--- src/rtl/shift_engine.sv ---
// WIDTH-bit shift/rotate register with a start/busy/done handshake.
// Define SHIFT_ENGINE_BARREL_EN for single-cycle barrel shifts.
module shift_engine #(
    parameter int WIDTH = 8,
    parameter int SHW   = $clog2(WIDTH)
) (
    input  logic             clk,
    input  logic             rst,
    input  logic             start,
    input  logic [2:0]       op,
    input  logic [SHW-1:0]   amount,
    input  logic [WIDTH-1:0] din,
    input  logic             serial_in,
    output logic [WIDTH-1:0] dout,
    output logic             serial_out,
    output logic             busy,
    output logic             done
);

    localparam logic [2:0] OP_SET   = 3'b000;
    localparam logic [2:0] OP_SHL   = 3'b001;
    localparam logic [2:0] OP_ROL   = 3'b010;
    localparam logic [2:0] OP_SHR   = 3'b011;
    localparam logic [2:0] OP_SAR   = 3'b100;
    localparam logic [2:0] OP_ROR   = 3'b101;
    localparam logic [2:0] OP_LOAD  = 3'b110;
    localparam logic [2:0] OP_CLEAR = 3'b111;

    typedef enum logic {IDLE, SHIFT} state_t;

    state_t           state_q, state_d;
    logic [WIDTH-1:0] reg_q, reg_d;
    logic             so_q, so_d;
    logic             done_q, done_d;

`ifdef SHIFT_ENGINE_BARREL_EN
    // Result is {serial_out, reg}; n is nonzero here.
    function automatic logic [WIDTH:0] barrel(
        input logic [2:0]       o,
        input logic [WIDTH-1:0] v,
        input logic [SHW-1:0]   n,
        input logic             si,
        input logic             so
    );
        logic [WIDTH:0]     lw;
        logic [WIDTH:0]     rw;
        logic [2*WIDTH-1:0] wl;
        logic [2*WIDTH-1:0] wr;
        logic [WIDTH-1:0]   fill;
        logic [WIDTH-1:0]   sar;
        logic [WIDTH:0]     r;
        lw   = {1'b0, v} << n;
        rw   = {v, 1'b0} >> n;
        wl   = {v, v} << n;
        wr   = {v, v} >> n;
        fill = si ? ~({WIDTH{1'b1}} << n) : '0;
        sar  = $signed(v) >>> n;
        r    = {so, v};
        unique case (o)
            OP_SHL:  r = {lw[WIDTH], lw[WIDTH-1:0] | fill};
            OP_ROL:  r = {so, wl[2*WIDTH-1:WIDTH]};
            OP_SHR:  r = {rw[0], rw[WIDTH:1]};
            OP_SAR:  r = {rw[0], sar};
            OP_ROR:  r = {so, wr[WIDTH-1:0]};
            default: r = {so, v};
        endcase
        return r;
    endfunction
`else
    logic [SHW-1:0] cnt_q, cnt_d;
    logic [2:0]     op_q, op_d;

    // Single bit step; result is {serial_out, reg}.
    function automatic logic [WIDTH:0] step(
        input logic [2:0]       o,
        input logic [WIDTH-1:0] v,
        input logic             si,
        input logic             so
    );
        logic [WIDTH:0] r;
        r = {so, v};
        unique case (o)
            OP_SHL:  r = {v[WIDTH-1], v[WIDTH-2:0], si};
            OP_ROL:  r = {so, v[WIDTH-2:0], v[WIDTH-1]};
            OP_SHR:  r = {v[0], 1'b0, v[WIDTH-1:1]};
            OP_SAR:  r = {v[0], v[WIDTH-1], v[WIDTH-1:1]};
            OP_ROR:  r = {so, v[0], v[WIDTH-1:1]};
            default: r = {so, v};
        endcase
        return r;
    endfunction
`endif

    always_comb begin
        state_d = state_q;
        reg_d   = reg_q;
        so_d    = so_q;
        done_d  = 1'b0;
`ifndef SHIFT_ENGINE_BARREL_EN
        cnt_d   = cnt_q;
        op_d    = op_q;
`endif
        unique case (state_q)
            IDLE: begin
                if (start) begin
                    unique case (op)
                        OP_SET: begin
                            reg_d  = '1;
                            done_d = 1'b1;
                        end
                        OP_LOAD: begin
                            reg_d  = din;
                            done_d = 1'b1;
                        end
                        OP_CLEAR: begin
                            reg_d  = '0;
                            done_d = 1'b1;
                        end
                        default: begin
                            if (amount == '0) begin
                                done_d = 1'b1;
                            end else begin
`ifdef SHIFT_ENGINE_BARREL_EN
                                {so_d, reg_d} = barrel(op, reg_q, amount,
                                                       serial_in, so_q);
                                done_d = 1'b1;
`else
                                {so_d, reg_d} = step(op, reg_q,
                                                     serial_in, so_q);
                                cnt_d = amount - 1'b1;
                                op_d  = op;
                                if (cnt_d == '0) done_d = 1'b1;
                                else state_d = SHIFT;
`endif
                            end
                        end
                    endcase
                end
            end
            SHIFT: begin
`ifdef SHIFT_ENGINE_BARREL_EN
                state_d = IDLE;
`else
                {so_d, reg_d} = step(op_q, reg_q, serial_in, so_q);
                cnt_d = cnt_q - 1'b1;
                if (cnt_q == SHW'(1)) begin
                    state_d = IDLE;
                    done_d  = 1'b1;
                end
`endif
            end
            default: state_d = IDLE;
        endcase
    end

    always_ff @(posedge clk or posedge rst) begin
        if (rst) begin
            state_q <= IDLE;
            reg_q   <= '0;
            so_q    <= 1'b0;
            done_q  <= 1'b0;
`ifndef SHIFT_ENGINE_BARREL_EN
            cnt_q   <= '0;
            op_q    <= OP_SET;
`endif
        end else begin
            state_q <= state_d;
            reg_q   <= reg_d;
            so_q    <= so_d;
            done_q  <= done_d;
`ifndef SHIFT_ENGINE_BARREL_EN
            cnt_q   <= cnt_d;
            op_q    <= op_d;
`endif
        end
    end

    assign dout       = reg_q;
    assign serial_out = so_q;
    assign busy       = (state_q == SHIFT);
    assign done       = done_q;

endmodule

--- config.mk ---
export PLATFORM = sky130hd
export DESIGN_NAME = shift_engine
export DESIGN_NICKNAME = d
export VERILOG_FILES = /design/src/rtl/shift_engine.sv
export SDC_FILE = /design/constraint.sdc
export NUM_CORES = 1
export LEC_CHECK = 0
export CAP_MARGIN = 40
export CORE_UTILIZATION = 54
export CTS_CLUSTER_DIAMETER = 80
export DETAILED_ROUTE_END_ITERATION = 8
export PLACE_DENSITY = 0.81
export SLEW_MARGIN = 10
export SYNTH_ARGS = -nofsm -noshare
export SYNTH_HDL_FRONTEND = slang
export SYNTH_SLANG_ARGS = --single-unit
export TNS_END_PERCENT = 100
--- constraint.sdc ---
create_clock -name clk -period 2.8 [get_ports clk]
set_input_delay 0.42 -clock clk [delete_from_list [all_inputs] [get_ports clk]]
set_output_delay 0.42 -clock clk [all_outputs]
set_load 0.05 [all_outputs]
==> results.sh <==
export IMPL_crit_path_end_kind="register"
export IMPL_synth_top_area_share=0.2746
export IMPL_setup_viol=0
export IMPL_synth_compound_area_frac=0.3191
export IMPL_critPathBufInv=2
export IMPL_gp_congestion=0.8570
export IMPL_clock_power_share=0.064
export IMPL_hp_class="primary input to async pin"
export IMPL_fin_crit_sh=0.7739
export IMPL_grt_pass1_vias=1553
export IMPL_synthFlopType="dfrtp_1"
export IMPL_viasPerCell=6.546
export IMPL_arrival_ns=2.37
export IMPL_numCtsBuffers=3
export IMPL_fp_dieW_um=55.56
export IMPL_insertedDiodeCount=0
export IMPL_rsz0062_at_grt="no"
export IMPL_clockBufferDepth=2
export IMPL_netlist_top_cells_count="dfrtp_1, inv_1, o21ai_0"
export IMPL_synth_top_family_by_area="compound AO/OA/AOI/OAI gates"
export IMPL_synthSimpleGateAreaFrac=0.2286
export IMPL_cp_startpoint="amount[0]"
export IMPL_cts_root_buf="clkbuf_4"
export IMPL_fill_cells=214
export IMPL_dr_pass1_iters=6
export IMPL_synth_adder_area_share=0.04847
export IMPL_netlist_instances=182
export IMPL_vias=1571
export IMPL_place_hpwl_um=2922
export IMPL_dieHeight_um=55.56
export IMPL_peakVddDrop_mv=0.7924
export IMPL_worst_setup_path_type="primary input to register"
export IMPL_wl_per_cell_um=16.80
export IMPL_synth_seq_cells=17
export IMPL_slowest_stage="a2111oi_0"
export IMPL_clock_latency_ns=0.30
export IMPL_clock_skew_ns=0.009691
export IMPL_wl_um=4031
export IMPL_rrSetupSlack_ns=0.81
export IMPL_setup_tns_ns=0
export IMPL_critPathMaxStageDelay_ns=0.58
export IMPL_syn_avg_cell_area_um2=8.511
export IMPL_async_flop_share=1.000
export IMPL_ioPinCount=29
export IMPL_synth_fp_nets=206
export IMPL_grt_ovfl_total=0
export IMPL_max_cap_viol_count=0
export IMPL_post_cts_buffers=0
export IMPL_timing_rr_start="busy"
export IMPL_postRouteAntennaNets=0
export IMPL_status="complete, no violations"
export IMPL_gr_usage_all_layers=0.2786
export IMPL_synth_largest_area_cell="dfrtp_1"
export IMPL_max_slew_margin_rel=0.5374
export IMPL_rows=19
export IMPL_fin_ws_ns=0.6331
export IMPL_cts_tree="built"
export IMPL_max_freq_mhz=461.5
export IMPL_synth_edf_count=0
export IMPL_powerDensity_nw_per_um2=1149
export IMPL_post_cts_resized=0
export IMPL_drtIter0Drc=116
export IMPL_cp_depth=7
export IMPL_synth_area_leaders="dfrtp_1, ha_1, inv_1, a31oi_1, o21ai_0"
export IMPL_swShare=0.5321
export IMPL_coreArea_um2=2734
export IMPL_cp_cell_sequence="clkdlybuf4s50_1 > inv_1 > ha_1 > nor2b_1 > a2111oi_0 > nor2_1 > o221a_2"
export IMPL_grt_max_degree=23
export IMPL_ys_seq_area_frac=0.2746
export IMPL_drc=0
export IMPL_seqPwrFrac=0.274
export IMPL_r2r_end="dout[6]"
export IMPL_grt_pass1_wl_um=6900
export IMPL_synth_cell_types=52
export IMPL_pre_cts_slack_ns=0.3151
export IMPL_dieArea_um2=3087
export IMPL_period_needed_ns=2.167
export IMPL_antenna_found_initial=0
export IMPL_drive_gt1_frac=0.1100
export IMPL_start_util=0.5666
export IMPL_postCtsHoldBufs=0
export IMPL_slew_violations=0
export IMPL_internal_power_mw=1.011
export IMPL_area_growth_pct=21.49
export IMPL_cts_htree_levels=1
export IMPL_critPathLaunchType="primary input"
export IMPL_crit_path_max_fanout=4
export IMPL_crit_family="compound AO/OA/AOI/OAI gates"
export IMPL_worst_endpoint_required_ns=3.00
export IMPL_syn_area_um2=1549
export IMPL_combPwrFrac=0.662
export IMPL_synth_mux_area_frac=0.03393
export IMPL_yosys_warnings=0
export IMPL_layout_nets=234
export IMPL_path_clk_slew_ns=0.11
export IMPL_clock_sinks=17
export IMPL_worstMarginPinSlew_ns=0.6931
export IMPL_synth_xor_area_share=0.01131
export IMPL_p_switching_mw=1.150
export IMPL_total_leakage_power_nw=0.8070
export IMPL_cp_endpoint="dout[7]"
export IMPL_port_buffer_count=28
export IMPL_reg2regPathDepth=6
export IMPL_hold_violations=0
sequential cells by signal (all words and copies together), names as in the netlist:
signal	count
done	1
cnt_q	3
dout	8
busy	1
op_q	3
serial_out	1
power groups by stage:
stage	Sequential [mW]	Combinational [mW]	Clock, mW
floorplan	0.777	0.821	0
global placement	0.577	1.38	0
detailed placement	0.589	1.41	0
CTS	0.584	1.42	0.144
global route	0.619	1.54	0.152
finish	0.592	1.43	0.139
worst reg2reg max path: stages (launching register included):
cell and delay, ns:
dfrtp_1 0.52, buf_4 0.32, inv_1 0.14, a211oi_1 0.21, buf_4 0.21, or2_1 0.31, a41oi_2 0.16
through the flow:
step	util	instances	total power [mW]	hold WS, ns	cell area (µm²)
floorplan	-	182	1.598	0.3461	1549
global placement	0.6783	236	1.958	0.5000	1854
detailed placement	0.6783	236	1.996	0.5221	1854
CTS	0.6883	240	2.147	0.5330	1882
global route	0.6883	240	2.310	0.5851	1882
finish	0.6883	240	2.161	0.5101	1882
cells by family (layout without fill, tap and decap cells):
kind of cell | count (synthesis) | count (layout)
multiplexers | 5 | 5
buffers and inverters | 29 | 56
flip-flops | 17 | 17
AND/OR/NAND/NOR | 61 | 61
AO/OA/AOI/OAI | 62 | 62
XOR/XNOR | 2 | 2
adder cells (fa/ha/maj) | 6 | 6
layout make-up:
class | count | area, µm² | share of cell area
Clock buffer | 3 | 22.52 | 0.01197
Timing Repair Buffer | 35 | 332.8 | 0.1769
Multi-Input combinational cell | 136 | 993.5 | 0.5279
Clock inverter | 1 | 5.005 | 0.002660
Tap cell | 31 | 38.79 | 0.02061
Inverter | 17 | 63.81 | 0.03391
Sequential cell | 17 | 425.4 | 0.2261
cell usage in the layout (no fill, tap or decap), types with 2 or more instances in the layout:
cell             instances
a211oi_1                 2
a21o_1                   4
a21oi_1                  4
a222oi_1                 4
a31o_2                   4
a31oi_1                 10
a41oi_2                  2
and3_1                   2
buf_4                    7
clkbuf_4                 3
clkdlybuf4s50_1         28
dfrtp_1                 17
ha_1                     6
inv_1                   17
mux2_2                   2
mux2i_1                  3
nand2_1                  9
nand2b_1                 4
nand3b_1                 6
nand4_1                  2
nand4b_1                 4
nor2_1                  10
nor2b_1                  4
nor3_1                   9
nor3b_1                  3
o211a_1                  3
o21a_1                   2
o21ai_0                 11
o221ai_1                 2
o31ai_1                  3
xor2_1                   2
how the worst min path moves through the flow:
stage / startpoint / end / depth (start not counted) / slack, ns
after floorplan: rst / busy / 1 / 0.35
after global placement: cnt_q[2] / cnt_q[2] / 1 / 0.50
after detailed placement: cnt_q[2] / cnt_q[2] / 1 / 0.52
after CTS: rst / dout[4] / 2 / 0.53
after global routing: cnt_q[0] / cnt_q[0] / 1 / 0.59
final: rst / dout[3] / 2 / 0.51
layer usage:
layer  wire [µm]  GRT usage  vias to the layer above
met4          63     0.1393                        0
li1            -          -                      750
met1        1708     0.3679                      748
met5           0          0                        -
met3         275    0.03279                        8
met2        1983     0.4509                       65
Note: power is estimated with default switching activity, not from simulation.
==> RTL edit (same flow settings) <==
Change the parameter `WIDTH` from 8 to 16.
--- a/src/rtl/shift_engine.sv
+++ b/src/rtl/shift_engine.sv
@@ -1,7 +1,7 @@
 // WIDTH-bit shift/rotate register with a start/busy/done handshake.
 // Define SHIFT_ENGINE_BARREL_EN for single-cycle barrel shifts.
 module shift_engine #(
-    parameter int WIDTH = 8,
+    parameter int WIDTH = 16,
     parameter int SHW   = $clog2(WIDTH)
 ) (
     input  logic             clk,
Ports: changed (resized amount, din and dout); port bits go from 29 to 46. No check against the original RTL was run, so the function may have changed too.
==> RTL edit against the unedited design <==
Clock skew shrank 0.0027 ns. Worst setup slack worse by 0.13 ns. Total power rose by 71%. Routed wire length is 82% higher. Via count up 77%. Combinational power is 73% higher. Design area increased by 62%. Global-route usage up 3.2 points. Utilization grew 0.77 points. Cell count grew 64%. Sequential cell count grew 9. Synthesized cell count is 69% higher. Synthesized area rose by 60%. Largest cell class unchanged.
==> RTL edit: results (changes against the unedited design) <==
[setup_path]
crit_fanout=17  ; +13
critPathSlowestCell=ha_1
cp-start-kind=flip-flop
cpPeakStageDelay_ns=0.60  ; +0.02 ns
arrival_ns=2.46  ; +0.09 ns
rrSetupSlack_ns=0.50  ; -0.31 ns
r2r_start=op_q[2]
reg2regPathDepth=6  ; unchanged

[global_routing]
grt_pass1_vias=2556  ; +65%
grt_pass1_wl_um=12400  ; +79%
track_usage_pct=31.1  ; +3.2 points
grt_max_degree=30  ; +30%

[sta]
worst_pin_slew_ns=0.946  ; +0.253 ns
skew_ns=0.00699  ; -0.00270 ns

[finish]
drive_gt1_share_pct=11.4  ; +0.43 points
nMultiInputCombCells=232  ; +71%
non_clock_inverter_count=15  ; -2
clkCellAreaFrac_pct=1.80  ; +0.34 points
nFillCells=361  ; +69%
multiInputGateArea_um2=1630  ; +64%
layout.cells.non_filler=393  ; +64%
largest_register_ffs=16  ; +8
clock_buffers=4  ; +1
signal_buffers=64  ; +83%
nets=374  ; +60%
signal_buffer_area_fraction_pct=19.4  ; +1.7 points
register_area_um2=651  ; +53%

[status]
outcome=completed

[power_and_ir_drop]
powerSeq_w=0.000971  ; +64%
power.internal_w=0.00171  ; +69%
ir_drop_mv=0.632  ; -20%
p_comb_w=0.00248  ; +73%
power_switching_share_pct=53.8  ; +0.57 points
cellLeakagePower_nw=1.23  ; +53%

[route]
wl_met3_um=704  ; +160%
vias=2779  ; +77%
wire_per_inst_um=18.7  ; +11%
drtIter0Drc=392  ; +240%
met1_length_um=3050  ; +79%
dr_wl_met2_um=3450  ; +74%

[placement]
dp_hpwl_um=5090  ; +74%
finalWeightedCongestion=0.877  ; +2.3%
portBuffers=45  ; +61%

[clocking]
cts_buffer_depth=2  ; unchanged
cts.clk_slew.worst_paths_ns=0.10
cts_root_buffer=clkbuf_8
clk_latency_ns=0.28  ; -0.02 ns
cts_resized=0  ; unchanged
cts_sinks=26  ; +9

[logic_synthesis]
synth_commonest_cells=dfrtp_1 (26), clkbuf_1 (23), nand2_1 (21), nor3_1 (21), a21oi_1 (17)
synth_area_leaders=dfrtp_1 (26%), nor3_1 (4.2%), a222oi_1 (4.0%), a31oi_1 (3.8%), a21o_1 (3.6%)
synth-seq-area-share_pct=26.2  ; -1.2 points
synth_fa_ha_area_share_pct=2.52  ; -2.3 points
syn_inst=307  ; +69%
synth-xor-area-share_pct=1.41  ; +0.28 points
syn_nets=339  ; +65%
synth_mux_area_share_pct=6.00  ; +2.6 points
synth_compound_area_share_pct=34.4  ; +2.5 points

## RTL edit: cell types whose count changed after synthesis, moves of 5 or more
| cell | unedited run | this run |
|---|---|---|
| mux2_2 | 2 | 7 |
| o311ai_0 | 0 | 5 |
| a222oi_1 | 4 | 10 |
| nor3_1 | 9 | 21 |
| nand2_1 | 9 | 21 |
| a21oi_1 | 4 | 17 |
| a31oi_1 | 10 | 15 |
| clkbuf_1 | 4 | 23 |
| dfrtp_1 | 17 | 26 |
| a21o_1 | 4 | 12 |
| nor2b_1 | 4 | 9 |
## RTL edit: layer usage
metal | GRT usage [%] | up-vias
li1 | - | 1250
met1 | 43.5 | 1338
met2 | 48.2 | 175
met3 | 5.52 | 16
met4 | 10.9 | 0
met5 | 0 | -
## RTL edit: metrics by stage
stage	hold WS (ns)	setup slack (ns)	cell area (um^2)
after floorplan	0.460	0.752	2480
after global placement	0.499	0.330	3000
after detailed placement	0.499	0.267	3000
after CTS	0.520	0.558	3050
after global routing	0.540	0.315	3050
final	0.505	0.501	3050
